## src/rtl/hazard_unit_pkg.sv

```systemverilog
// Shared types for the decode-stage hazard unit: FSM encoding, scoreboard
// slot layout and the per-slot blocking rule.
package hazard_unit_pkg;

  localparam int REG_W = 3;

  typedef enum logic [1:0] {
    ST_RUN    = 2'd0,
    ST_DRAIN  = 2'd1,
    ST_HALTED = 2'd2
  } state_t;

  // One in-flight writer: valid, destination index, writer is a load.
  typedef struct packed {
    logic             v;
    logic [REG_W-1:0] rd;
    logic             ld;
  } slot_t;

  localparam int SLOT_W = $bits(slot_t);

  // Source k of the ID instruction reads the register held in this slot.
  function automatic logic slot_hit(input slot_t s, input logic rd_en,
                                    input logic [REG_W-1:0] r);
    return rd_en && s.v && (s.rd == r);
  endfunction

  // Whether a matching writer in this slot forces the reader to wait.
  // With forwarding only a load sitting in EX blocks (its data is not
  // ready until MEM); without forwarding every writer up to WB blocks
  // because the register file does not write through.
  function automatic logic slot_blocks(input slot_t s, input logic is_ex,
                                       input logic fwd);
    return !fwd || (is_ex && s.ld);
  endfunction

endpackage

```

## src/rtl/hz_scoreboard.sv

```systemverilog
// Three-slot destination scoreboard (EX, MEM, WB) with source matching.
import hazard_unit_pkg::*;

module hz_scoreboard #(
  parameter int FORWARD = 1
) (
  input  logic             clk,
  input  logic             rst,
  input  logic             push,
  input  logic [REG_W-1:0] push_rd,
  input  logic             push_ld,
  input  logic             rd1_en,
  input  logic [REG_W-1:0] rd1,
  input  logic             rd2_en,
  input  logic [REG_W-1:0] rd2,
  output logic             hazard,
  output logic             empty
);

  localparam logic FWD = (FORWARD != 0);

  slot_t s_p0;  // writer now in EX
  slot_t s_p1;  // writer now in MEM
  slot_t s_p2;  // writer now in WB
  slot_t s_new;

  logic [2:0] blk;

  assign s_new = '{v: push, rd: push_rd, ld: push_ld};

  // Shift every cycle; reset only clears the valid bits.
  always_ff @(posedge clk) begin
    s_p2 <= s_p1;
    s_p1 <= s_p0;
    s_p0 <= s_new;
    if (!rst) begin
      s_p0.v <= 1'b0;
      s_p1.v <= 1'b0;
      s_p2.v <= 1'b0;
    end
  end

  // Per-slot hazard: either source matches and that writer still blocks.
  always_comb begin
    blk[0] = (slot_hit(s_p0, rd1_en, rd1) || slot_hit(s_p0, rd2_en, rd2))
             && slot_blocks(s_p0, 1'b1, FWD);
    blk[1] = (slot_hit(s_p1, rd1_en, rd1) || slot_hit(s_p1, rd2_en, rd2))
             && slot_blocks(s_p1, 1'b0, FWD);
    blk[2] = (slot_hit(s_p2, rd1_en, rd1) || slot_hit(s_p2, rd2_en, rd2))
             && slot_blocks(s_p2, 1'b0, FWD);
  end

  assign hazard = |blk;
  assign empty  = !(s_p0.v || s_p1.v || s_p2.v);

endmodule

```

## src/rtl/hazard_unit.sv

```systemverilog
// Decode-stage pipeline control: stall bubbles, redirect squash and
// HALT drain sequencing for the 16-bit five-stage core.
import hazard_unit_pkg::*;

module hazard_unit #(
  parameter int FORWARD = 1
) (
  input  logic             clk,
  input  logic             rst,
  input  logic             id_valid,
  input  logic             id_Read1,
  input  logic             id_Read2,
  input  logic [REG_W-1:0] id_R_reg1,
  input  logic [REG_W-1:0] id_R_reg2,
  input  logic             id_wreg_flag,
  input  logic [REG_W-1:0] id_reg_to_write,
  input  logic             id_MemRead,
  input  logic             id_halt,
  input  logic             ex_redirect,
  output logic             pc_w_en,
  output logic             ifid_w_en,
  output logic             ifid_flush,
  output logic             idex_w_en,
  output logic             idex_bubble,
  output logic             halted,
  output logic             err
);

  state_t state;
  state_t state_nxt;

  logic hazard;
  logic sb_empty;
  logic in_run;
  logic stall;
  logic push;

  assign in_run = (state == ST_RUN);
  assign stall  = id_valid && hazard;
  // Only an instruction that really moves into EX occupies a slot; a
  // stalled or squashed one leaves a bubble behind.
  assign push   = in_run && id_valid && id_wreg_flag && !stall && !ex_redirect;

  hz_scoreboard #(
    .FORWARD (FORWARD)
  ) u_sb (
    .clk     (clk),
    .rst     (rst),
    .push    (push),
    .push_rd (id_reg_to_write),
    .push_ld (id_MemRead),
    .rd1_en  (id_Read1),
    .rd1     (id_R_reg1),
    .rd2_en  (id_Read2),
    .rd2     (id_R_reg2),
    .hazard  (hazard),
    .empty   (sb_empty)
  );

  // State register and registered protocol-error flag.
  always_ff @(posedge clk) begin
    if (!rst) begin
      state <= ST_RUN;
      err   <= 1'b0;
    end else begin
      state <= state_nxt;
      err   <= ex_redirect && !in_run;
    end
  end

  // Next state and pipeline enables; redirect beats stall beats HALT.
  always_comb begin
    state_nxt   = state;
    pc_w_en     = 1'b1;
    ifid_w_en   = 1'b1;
    ifid_flush  = 1'b0;
    idex_w_en   = 1'b1;
    idex_bubble = 1'b0;
    case (state)
      ST_RUN: begin
        if (ex_redirect) begin
          ifid_flush  = 1'b1;
          idex_bubble = 1'b1;
        end else if (stall) begin
          pc_w_en     = 1'b0;
          ifid_w_en   = 1'b0;
          idex_bubble = 1'b1;
        end else if (id_valid && id_halt) begin
          state_nxt = ST_DRAIN;
        end
      end
      ST_DRAIN: begin
        pc_w_en     = 1'b0;
        ifid_w_en   = 1'b0;
        idex_bubble = 1'b1;
        if (sb_empty) state_nxt = ST_HALTED;
      end
      ST_HALTED: begin
        pc_w_en     = 1'b0;
        ifid_w_en   = 1'b0;
        idex_w_en   = 1'b0;
        idex_bubble = 1'b1;
      end
      default: begin
        state_nxt = ST_RUN;
      end
    endcase
  end

  assign halted = (state == ST_HALTED);

endmodule
```

## config.mk

```make
export PLATFORM = sky130hd
export DESIGN_NAME = hazard_unit
export DESIGN_NICKNAME = d
export VERILOG_FILES = /design/src/rtl/hazard_unit_pkg.sv /design/src/rtl/hz_scoreboard.sv /design/src/rtl/hazard_unit.sv
export SDC_FILE = /design/constraint.sdc
export NUM_CORES = 1
export LEC_CHECK = 0
export ABC_AREA = 1
export CELL_PAD_IN_SITES_DETAIL_PLACEMENT = 1
export CELL_PAD_IN_SITES_GLOBAL_PLACEMENT = 1
export CORE_UTILIZATION = 25
export CTS_CLUSTER_DIAMETER = 200
export DETAILED_ROUTE_END_ITERATION = 6
export PLACE_DENSITY = 0.8
export SYNTH_ARGS = -nofsm -noshare
export SYNTH_HDL_FRONTEND = slang
export SYNTH_SLANG_ARGS = --single-unit
```

## constraint.sdc

```tcl
create_clock -name clk -period 2.3 [get_ports clk]
set_input_delay 0.575 -clock clk [delete_from_list [all_inputs] [get_ports clk]]
set_output_delay 0.575 -clock clk [all_outputs]
set_load 0.01 [all_outputs]
```

After elaboration in Yosys (flattened, before gate mapping)
Cells that the tools add are included.
Widths: inputs -> output; s select.
{"block": "classes", "n_eq_ne": 8, "div_mod_pow": 0, "shift": 0, "add_sub_neg": 0, "bitwise": 1, "muxes": 14, "n_mul": 0, "reduce_logical": 21, "n_lt_le_gt_ge": 0}
{"op": "$logic_and 1x1->1", "count": 12}
{"op": "$mux 2", "count": 4}
{"op": "$mux 1", "count": 7}
{"op": "$eq 3x3->1", "count": 2}
{"op": "$ne 2x2->1 const B", "count": 3}
{"op": "$pmux 2 s3", "count": 1}
{"op": "$reduce_and 5->1", "count": 1}
{"op": "$pmux 1 s2", "count": 2}
{"op": "$logic_not 1->1", "count": 3}
{"op": "$logic_or 1x1->1", "count": 3}
{"op": "$eq 2x1->1 const B", "count": 1}
{"op": "$eq 2x2->1 const B", "count": 1}
{"op": "$logic_not 2->1", "count": 1}
{"op": "$ne 2x1->1 const B", "count": 1}
{"op": "$reduce_or 2->1", "count": 1}
{"op": "$not 1->1", "count": 1}
{"block": "word_totals", "memories": 0, "inputBits": 18, "mem_bits_rw": 0, "latch_bits": 0, "wordCells": 51, "ff_bits": 10, "romBits": 0}

Longest topological paths before layout
Gate-level depths: netlist (run 1).
{"block": "logic_depth", "word_depth": 8, "ltp_mapped": 11, "ltp_nobuf": 11}

Modules after synthesis
Synthesis (run 1) repeated with hierarchy kept, for this count alone.
{"block": "hier_totals", "hier_cells": 102, "hier_area_um2": 630.6}
{"mod": "hz_scoreboard", "area_per_inst_um2": 316.6, "n_inst": 1, "cells_each": 51}
{"mod": "hazard_unit", "area_per_inst_um2": 314.1, "n_inst": 1, "cells_each": 51}

Worst setup path before layout (run 1)
Ideal clock, no wire load.
{"block": "synth_path", "kind": "input to output", "from": "in id_R_reg2[2]", "to": "out pc_w_en", "stages": 10, "t_required_ns": 1.725, "path_buffers": 1, "slack_ns": 0.311, "arrival_ns": 1.414, "path_cell_list": "inv_1 nand2_1 nand2_1 nor2_1 nand2_1 nand2_2 nand2_1 o21ai_1 o21ai_0 buf_4"}
{"block": "synth_between", "elab_chain_len": 8}
{"item": "start: declaration", "line": "hazard_unit.sv:14", "rtl": "input logic [REG_W-1:0] id_R_reg2,"}
{"item": "$eq 3x3->1", "line": "hazard_unit_pkg.sv:25", "rtl": "return rd_en && s.v && (s.rd == r);"}
{"item": "$logic_and 1x1->1", "line": "hazard_unit_pkg.sv:25"}
{"item": "$logic_or 1x1->1", "line": "hz_scoreboard.sv:45", "rtl": "blk[0] = (slot_hit(s_p0, rd1_en, rd1) || slot_hit(s_p0, rd2_en, rd2))"}
{"item": "$logic_and 1x1->1", "line": "hz_scoreboard.sv:46", "rtl": "&& slot_blocks(s_p0, 1'b1, FWD);"}
{"item": "$logic_and 1x1->1", "line": "hazard_unit.sv:39", "rtl": "assign stall = id_valid && hazard;"}
{"item": "$mux 1 (2 in a row)"}
{"item": "$pmux 1 s2"}
{"item": "end: declaration", "line": "hazard_unit.sv:20", "rtl": "output logic pc_w_en,"}
No other way between the ends.

Worst setup path in the final report (run 1)
{"block": "layout_path", "from": "in id_valid", "to": "out ifid_w_en"}
{"block": "layout_between", "elab_chain_len": 4}
{"item": "start: declaration", "line": "hazard_unit.sv:10", "rtl": "input logic id_valid,"}
{"item": "$logic_and 1x1->1", "line": "hazard_unit.sv:39"}
{"item": "$mux 1", "line": "hazard_unit.sv:84", "rtl": "end else if (stall) begin"}
{"item": "$mux 1", "line": "hazard_unit.sv:81", "rtl": "if (ex_redirect) begin"}
{"item": "$pmux 1 s2", "line": "hazard_unit.sv:79", "rtl": "case (state)"}
{"item": "end: declaration", "line": "hazard_unit.sv:21", "rtl": "output logic ifid_w_en,"}
No other way between the ends.

==> out/qor.yml, run 1 <==
worstPathCellList: "clkdlybuf4s50_1 > nand2_1 > inv_1 > nand2_2 > o21ai_1 > o21ai_1 > buf_2"
p_per_area_nw_per_um2: 892
worstPathRequired_ns: 1.73
fmax_mhz: 454
synth_cells: 92
clock_sinks: 10
cts_tree: "built"
synth_compound_gate_area_share_pct: 6.26
syn_nets: 114
layout_common_cells: "32 x nand2_1, 20 x inv_1, 12 x clkdlybuf4s50_1"
rsz0062_at_grt: "false"
setup_viol: 0
synthXorXnorAreaFrac_pct: 0
numCtsBuffers: 3
track_usage_pct: 13.8
endpoint_kind: "output pin"
ys_warn_count: 0
wire_per_inst_um: 10.2
placed_cell_area_um2: 877
drtIter0Drc: 7
fin_cells: 150
p_leak_nw: 0.489
drv_cap: 0
critPathLaunchType: "input pin"
place_ws_ns: -0.526
synth_area_leader_cell: "dfxtp_1"
synth_area_leaders: "dfxtp_1 35%, nand2_1 21%, inv_1 13%"
nets: 146
crit_top_cell: "o21ai_1"
io_pins: 25
relSlewSlack_pct: 84.7
die_h_um: 50.1
grt_pass1_vias: 642
antenna_found_initial: 0
drtPass1Iterations: 2
rows: 17
final_area_um2: 880
yosysTopAreaCellShare_pct: 34.6
port_buffers: 24
die_w_um: 50.1
worst_slew_pin_slew_ns: 0.229
hp-start: "u_sb.s_p1[4]"
rr_endpoint: "state[1]"
routabilityCongestion: 0.757
rr_worst_depth: 12
coreArea_um2: 2190
routed_wl_um: 1540
hold_viol_final: 0
ys_seq_area_share_pct: 34.6
final_util_pct: 40.1
whs_ns: 0.436
initial_core_util_pct: 26.4
grt_pass1_wl_um: 2550
r2r_start: "u_sb.s_p0[4]"
grt_max_degree: 9
htree_levels: 1
fin_crit_sh_pct: 95.8
cpMaxStageDelayCell: "clkdlybuf4s50_1"
avgSynthCellArea_um2: 6.30
diodes: 0
overflow: 0
ant_nets: 0
num_vias: 648
synth_cell_types: 18
min_to: "u_sb.s_p2[4]"
cts.clk_slew.worst_paths_ns: 0.06
period_needed_ns: 2.20
path_class: "input pin to output pin"
final_common_cell: "nand2_1"
min_path_cells: 2
hold_path.class: "register to register"
syn_area_um2: 579
synth-simple-area-share_pct: 34.3
ir_drop_uv: 666
r2r_setup_slack_ns: 0.92
remaining_drc_errors: 0
clock-skew-final_ns: 0.00379
area_growth_pct: 51.8
critPathMaxFanout: 2
hpwl_um: 1200
arrival_ns: 1.63
synthAdderAreaFrac_pct: 8.64
synth_top_family_by_area: "simple AND/OR/NAND/NOR gates"
crit_path_max_incr_delay_ns: 0.47
clk_latency_ns: 0.27
final_max_slew_viol_count: 0
worst_slack_ns: 0.0957
avgViaCountPerCell: 4.32
status: "completed"
synth.area.mux_share_pct: 0
drive_gt1_share_pct: 15.6
clockBufferDepth: 2
cts_root_buf: "clkbuf_4"
synth_seq_cells: 10
place_inst: 147
postCtsHoldBufs: 0
dieArea_um2: 2510
[through the flow]
step,power (mW),TNS (ns)
2_1_floorplan,0.489,0
3_3_place_gp,0.690,-1.63
3_5_place_dp,0.699,-1.72
4_1_cts,0.788,0
5_1_grt,0.849,0
6_report,0.785,0
[routing by layer]
layer | share of wire [%] | GRT usage (%) | vias up
li1 | - | - | 327
met2 | 51 | 26.0 | 22
met5 | 0 | 0 | -
met3 | 6.5 | 2.73 | 3
met4 | 2.3 | 8.57 | 0
met1 | 40 | 13.6 | 296
[cell usage after synthesis, drive strengths merged]
library cell / count
inv: 23
o21bai: 1
ha: 4
nand4: 2
nor3: 1
nor2: 9
nand2: 34
buf: 1
a21oi: 2
o21ai: 3
nand3: 2
dfxtp: 10
[final cells by class]
| cell class | instances | area [µm²] |
|---|---|---|
| fillers | 304 | 1310 |
| multi-input cells | 58 | 290 |
| repair buffers | 28 | 245 |
| flip-flops and latches | 10 | 200 |
| inverters | 23 | 86.3 |
| well taps | 28 | 35.0 |
| clock buffers | 3 | 22.5 |
[power breakdown]
group / internal (mW) / total (mW) / switching, mW
Sequential: 0.200 / 0.220 / 0.0197
Clock: 0.0606 / 0.121 / 0.0604
Combinational: 0.201 / 0.444 / 0.243
[sequential cells by signal (all words and copies together), names as in the netlist]
register and flops:
u_sb.s_p0 5, state 2, err 1, u_sb.s_p1 1
u_sb.s_p2 1
[worst max-delay path by stage]
stage	to	slack (ns)	startpoint
after detailed placement	ifid_w_en	-0.53	id_R_reg2[1]
after floorplan	pc_w_en	0.31	id_R_reg2[2]
after global routing	ifid_w_en	0.0009	id_R_reg2[1]
after CTS	ifid_w_en	0.08	id_R_reg1[0]
after global placement	ifid_w_en	-0.49	id_R_reg2[2]
final	ifid_w_en	0.1	id_valid
[critical path: cells and delay by family]
kind / cells / cell delay (ns)
buf+inv: 3 / 0.71
compound gates: 2 / 0.21
simple gates: 2 / 0.13
[cells by family after synthesis]
family,after synthesis
AOI/OAI and AO/OA,6
adders and majority gates,4
DFF,10
and+or+nand+nor,48
buffers and inverters,24
[repair_timing]
item                       in CTS  in global routing
setup endpoints to repair       4                  1
pin swaps                      10                  2
gates resized for setup        24                  1
setup buffers                   0                  0
Power figures use the tool's default switching activity.
==> inputs of run 2 (changes only) <==
--- a/config.mk
+++ b/config.mk
@@ -11,7 +11,9 @@
 export CORE_UTILIZATION = 25
 export CTS_CLUSTER_DIAMETER = 200
 export DETAILED_ROUTE_END_ITERATION = 6
+export MAX_ROUTING_LAYER = met4
 export PLACE_DENSITY = 0.8
+export SLEW_MARGIN = 0
 export SYNTH_ARGS = -nofsm -noshare
 export SYNTH_HDL_FRONTEND = slang
 export SYNTH_SLANG_ARGS = --single-unit
==> out/qor.yml, run 2 (synthesized netlist as in run 1, its figures left out) <==
grt_max_degree: 9  # unchanged
rsz0062_at_grt: "false"  # unchanged
post_cts_buffers: 0  # unchanged
wire_per_inst_um: 10.2  # about the same
ir_drop_uv: 671  # was 666 µV
ant_nets: 0  # unchanged
cts.clk_slew.worst_paths_ns: 0.06  # about the same
avgViaCountPerCell: 4.33  # was 4.32
final_max_slew_viol_count: 0  # unchanged
hold_viol_final: 0  # unchanged
area_growth_pct: 51.8  # unchanged
diodes: 0  # unchanged
track_usage_pct: 14.2  # was 13.8%
register_area_um2: 200  # unchanged
setup_tns_ns: 0  # unchanged
status: "completed"  # unchanged
crit_path_max_incr_delay_ns: 0.47  # about the same
worstPathRequired_ns: 1.73  # about the same
initial_core_util_pct: 26.4  # unchanged
grt_pass1_wl_um: 2550  # unchanged
critPathLaunchType: "input pin"  # unchanged
htree_levels: 1  # unchanged
nets: 146  # unchanged
remaining_drc_errors: 0  # unchanged
grt_pass1_vias: 642  # unchanged
overflow: 0  # unchanged
num_vias: 649  # was 648
final_area_um2: 880  # unchanged
top_regs: "u_sb.s_p0 x5, state x2"  # unchanged
coreArea_um2: 2190  # unchanged
layout_common_cells: "32 x nand2_1, 20 x inv_1, 12 x clkdlybuf4s50_1"  # unchanged
cts_root_buf: "clkbuf_4"  # unchanged
endpoint_kind: "output pin"  # unchanged
period_needed_ns: 2.20  # about the same
drv_cap: 0  # unchanged
drtIter0Drc: 7  # unchanged
io_pins: 25  # unchanged
cpMaxStageDelayCell: "clkdlybuf4s50_1"  # unchanged
routed_wl_um: 1530  # was 1540 µm
p_leak_nw: 0.489  # unchanged
worst_slack_ns: 0.0966  # was 0.0957 ns
drive_gt1_share_pct: 15.6  # unchanged
critPathMaxFanout: 2  # unchanged
clock_sinks: 10  # unchanged
worst_slew_pin_slew_ns: 0.227  # was 0.229 ns
place_inst: 147  # unchanged
final_common_cell: "nand2_1"  # unchanged
largest_reg_flops: 5  # unchanged
crit_top_cell: "o21ai_1"  # unchanged
relSlewSlack_pct: 84.8  # was 84.7%
die_h_um: 50.1  # unchanged
hpwl_um: 1200  # unchanged
hold_path.class: "register to register"  # unchanged
die_w_um: 50.1  # unchanged
fmax_mhz: 454  # about the same
arrival_ns: 1.63  # about the same
p_per_area_nw_per_um2: 893  # was 892 nW/µm²
worstPathCellList: "clkdlybuf4s50_1 > nand2_1 > inv_1 > nand2_2 > o21ai_1 > o21ai_1 > buf_2"  # unchanged
setup_viol: 0  # unchanged
path_class: "input pin to output pin"  # unchanged
fin_cells: 150  # unchanged
multi_input_area_um2: 290  # unchanged
clock-skew-final_ns: 0.00560  # was 0.00379 ns
cts_tree: "built"  # unchanged
place_ws_ns: -0.526  # unchanged
dieArea_um2: 2510  # unchanged
crit_family: "buffers and inverters"  # unchanged
numCtsBuffers: 3  # unchanged
top_register: "u_sb.s_p0"  # unchanged
placed_cell_area_um2: 877  # unchanged
drtPass1Iterations: 4  # was 2
antenna_found_initial: 0  # unchanged
clk_latency_ns: 0.27  # about the same
cp_num_buf_inv: 3  # unchanged
clockBufferDepth: 2  # unchanged
fin_crit_sh_pct: 95.8  # about the same
routabilityCongestion: 0.766  # was 0.757
fillCellCount: 304  # unchanged
port_buffers: 24  # unchanged
rows: 17  # unchanged
[run 2: path summary, 6_finish.rpt]
kind                  endpoint  cells past startpoint          from  slack (ns)
setup / recovery     ifid_w_en                      7      id_valid         0.1
hold / removal    u_sb.s_p2[4]                      2  u_sb.s_p1[4]        0.44
setup reg to reg      state[1]                     12  u_sb.s_p0[4]        0.92
hold reg to reg   u_sb.s_p2[4]                      2  u_sb.s_p1[4]        0.44
[run 2: area by class of cell]
cell class	instances	share of cell area, %
multi-input cells	58	33.0
repair buffers	28	27.9
flip-flops and latches	10	22.8
inverters	23	9.82
well taps	28	3.98
clock buffers	3	2.56
[run 2: power breakdown]
group | total [mW] | leakage [nW] | switching (mW) | internal, mW
logic | 0.444 | 0.393 | 0.243 | 0.201
registers | 0.220 | 0.0826 | 0.0197 | 0.200
clock network | 0.122 | 0.0138 | 0.0614 | 0.0606
[run 2: tightest hold or removal path: stages, from the launching register on]
cell and delay [ns]:
dfxtp_1 0.31, nand2_1 0.05, inv_1 0.03
[run 2: timing repair]
item / CTS / global route
hold buffers: 0 / 0
setup endpoints to repair: 4 / 1
pin swaps: 10 / 2
gates resized for setup: 24 / 1
[run 2: metrics by stage]
step	hold slack, ns	power, mW	utilization [%]
floorplan	0.407	0.489	-
global placement	0.419	0.690	40.0
detailed placement	0.429	0.699	40.0
CTS	0.439	0.788	40.1
global route	0.480	0.849	40.1
finish	0.436	0.786	40.1
[run 2: per-layer routing]
layer | routed length, µm | part of all wire (%) | GRT usage, %
met5 | 0 | 0 | -
met4 | 35 | 2.3 | 8.57
met3 | 92 | 6.0 | 2.73
met2 | 797 | 52 | 26.0
met1 | 608 | 40 | 13.6
==> inputs of run 3 (changes only) <==
--- a/config.mk
+++ b/config.mk
@@ -6,6 +6,7 @@
 export NUM_CORES = 1
 export LEC_CHECK = 0
 export ABC_AREA = 1
+export CAP_MARGIN = 20
 export CELL_PAD_IN_SITES_DETAIL_PLACEMENT = 1
 export CELL_PAD_IN_SITES_GLOBAL_PLACEMENT = 1
 export CORE_UTILIZATION = 25
==> results of run 3 <==
Final layout, timing and power as in run 2 (identical DEF).
==> RTL change, RTL diff (flow settings as in run 2) <==
Reset style: asynchronous (`rst`), changed in one clocked block.
--- a/src/rtl/hazard_unit.sv
+++ b/src/rtl/hazard_unit.sv
@@ -60,3 +60,3 @@
   // State register and registered protocol-error flag.
-  always_ff @(posedge clk) begin
+  always_ff @(posedge clk or negedge rst) begin
     if (!rst) begin
Function: differs if rst is asserted again (counterexample within 4 cycles, from zero or initial values and one cycle with rst low); with rst held inactive, the same outputs for 10 cycles.
==> RTL change against run 2 <==
- design area rose by 3.6%
- worst setup slack improved by 0.031 ns
- power increased by 5.2%
- maximum frequency increased by 1.4%
- synthesized area up 1.1%
- routed wire length grew 4.0%
- clock skew shrank 0.0027 ns
- sequential cell count stayed put
- core utilization is 1.0 points higher
- largest cell class unchanged
==> RTL change: results (changes against run 2) <==
Run status
  – Status: completed

Hold path
  – Min-delay src: u_sb.s_p1[4]
  – Worst Hold Depth: 2 (unchanged)
  – Hold/Removal Path Class: flip-flop to flip-flop
  – Hold endpoint: u_sb.s_p2[4]

Worst setup path
  – Reg2Reg Setup Slack: 0.92 ns (about the same)
  – Worst Setup EP: ifid_w_en
  – Worst reg2reg path endpoint: state[0]
  – CP max-delay cell: dlygate4sd2_1
  – Slowest cell delay on critical path: 0.25 ns (-0.22 ns)
  – Worst-path maximum fanout: 2 (unchanged)
  – R2R depth: 8 (-4)
  – Worst R2R Start: state[1]
  – CP Data Arrival Time: 1.60 ns (-0.03 ns)
  – CP startpoint: id_R_reg2[0]

Synthesis
  – Top cells by area, synth: dfxtp_1 24%, nand2_1 22%, dfrtp_1 13%, inv_1 12%, ha_1 8.5%
  – Distinct cell type count after synthesis: 18 (unchanged)
  – Top FF cell, synth: dfxtp_1
  – Most frequent cells after synthesis: 34 x nand2_1, 18 x inv_1, 7 x dfxtp_1, 7 x nor2_1, 4 x ha_1
  – Fraction of registers with async set/reset: 30.0% (+30 points)
  – Post-Syn Nets: 110 (-3.5%)
  – Proportion of synthesized chip area in sequential cells: 36.8% (+2.2 points)

Detailed routing
  – Met3 routed WL: 45 um (-51%)
  – Met2 wire length: 829 um (+4.0%)
  – Vias per cell: 4.13 (-4.6%)
  – Initial DRC Count: 5 (-2)
  – Uppermost layer routed: met4
  – Detailed Route WL: 1.59 mm (+4.0%)
  – First-pass detailed-route iteration total: 2 (-2)
  – Wl on met1: 680 um (+12%)

Power and ir drop
  – Static leakage: 0.525 nW (+7.3%)
  – Peak supply drop: 0.000482 V (-28%)

Global routing
  – Antenna violations before repair: 0 (unchanged)
  – Vias in the first global route: 658 (+2.5%)
  – First-pass GRT wire length: 2.81 mm (+10%)
  – GRT Overall Usage: 15.4% (+1.2 points)
  – Largest net degree at the start of global routing: 9 (unchanged)

Clocking
  – Cts bufs inserted: 3 (unchanged)
  – Clk Tree Root Cell: clkbuf_4
  – Worst skew pair latency: about 0.26 ns
  – Clock-pin slew on the worst setup and hold paths: 0.06 ns (about the same)
  – PostCTS Resize Cnt: 26 (+8.3%)
  – Post CTS Setup Buffer Count: 1 (+1)
  – H-tree levels: 1 (unchanged)
  – Clock Path Buffers: 2 (unchanged)

STA
  – Slew HR: 83.8% (-1.1 points)
  – Max Freq: 0.460 GHz (+1.4%)
  – Clock Skews: 0.00292 ns (-0.00268 ns)

Placement
  – DP Wirelength: 1.35 mm (+12%)
  – Post-placement worst setup slack: -0.570 ns (-0.0439 ns)
  – Placer Congestion: 0.713 (-6.9%)
  – PortBufs: 24 (unchanged)
  – Area after DPL: 891 um2 (+1.6%)

Layout
  – Layout fillers: 299 (-1.6%)
  – N_diodes: 0 (unchanged)
  – Final nets: 144 (-1.4%)
  – Layout cells sized above 1: 21.5% (+5.9 points)
RTL change: power breakdown:
group	switching (mW)	internal [mW]	total (mW)
clock network	0.0564	0.0959	0.152
logic	0.250	0.210	0.460
registers	0.0124	0.201	0.214
total	0.318	0.508	0.826
RTL change: worst max-delay path, delay by kind of cell:
family	cells	cell delay, ns
buffers and inverters	2	0.39
and+or+nand+nor	6	0.43
AOI/OAI and AO/OA	2	0.21
RTL change: layout make-up:
cell class | count | area, um2 | area share (%)
Clock buffer | 4 | 36.3 | 3.98
Inverter | 20 | 75.1 | 8.24
Multi-Input combinational cell | 57 | 295 | 32.4
Sequential cell | 10 | 215 | 23.6
Tap cell | 28 | 35.0 | 3.85
Timing Repair Buffer | 30 | 254 | 27.9
RTL change: stage by stage:
stage               hold WS (ns)  util [%]  cells  setup TNS [ns]  total power [mW]
CTS                        0.457      41.4    149               0             0.829
detailed placement         0.448      40.3    144           -1.72             0.719
finish                     0.448      41.2    149               0             0.826
floorplan                  0.279         -     88               0             0.476
global route               0.470      41.2    149               0             0.898
global placement           0.410      40.3    144           -1.56             0.691
RTL change: kinds of logic (layout without fill, tap and decap cells):
family | count (synthesis) | count (layout) | synth area share [%]
flip-flops | 10 | 10 | 36.8
AND/OR/NAND/NOR | 50 | 50 | 37.4
buffers and inverters | 21 | 54 | 14.1
adder cells (fa/ha/maj) | 4 | 4 | 8.55
AO/OA/AOI/OAI | 3 | 3 | 3.20
RTL change: layer usage:
layer	GRT usage, %	vias to the layer above
met5	-	-
li1	-	324
met4	12.0	0
met3	1.52	4
met1	16.8	275
met2	25.6	12
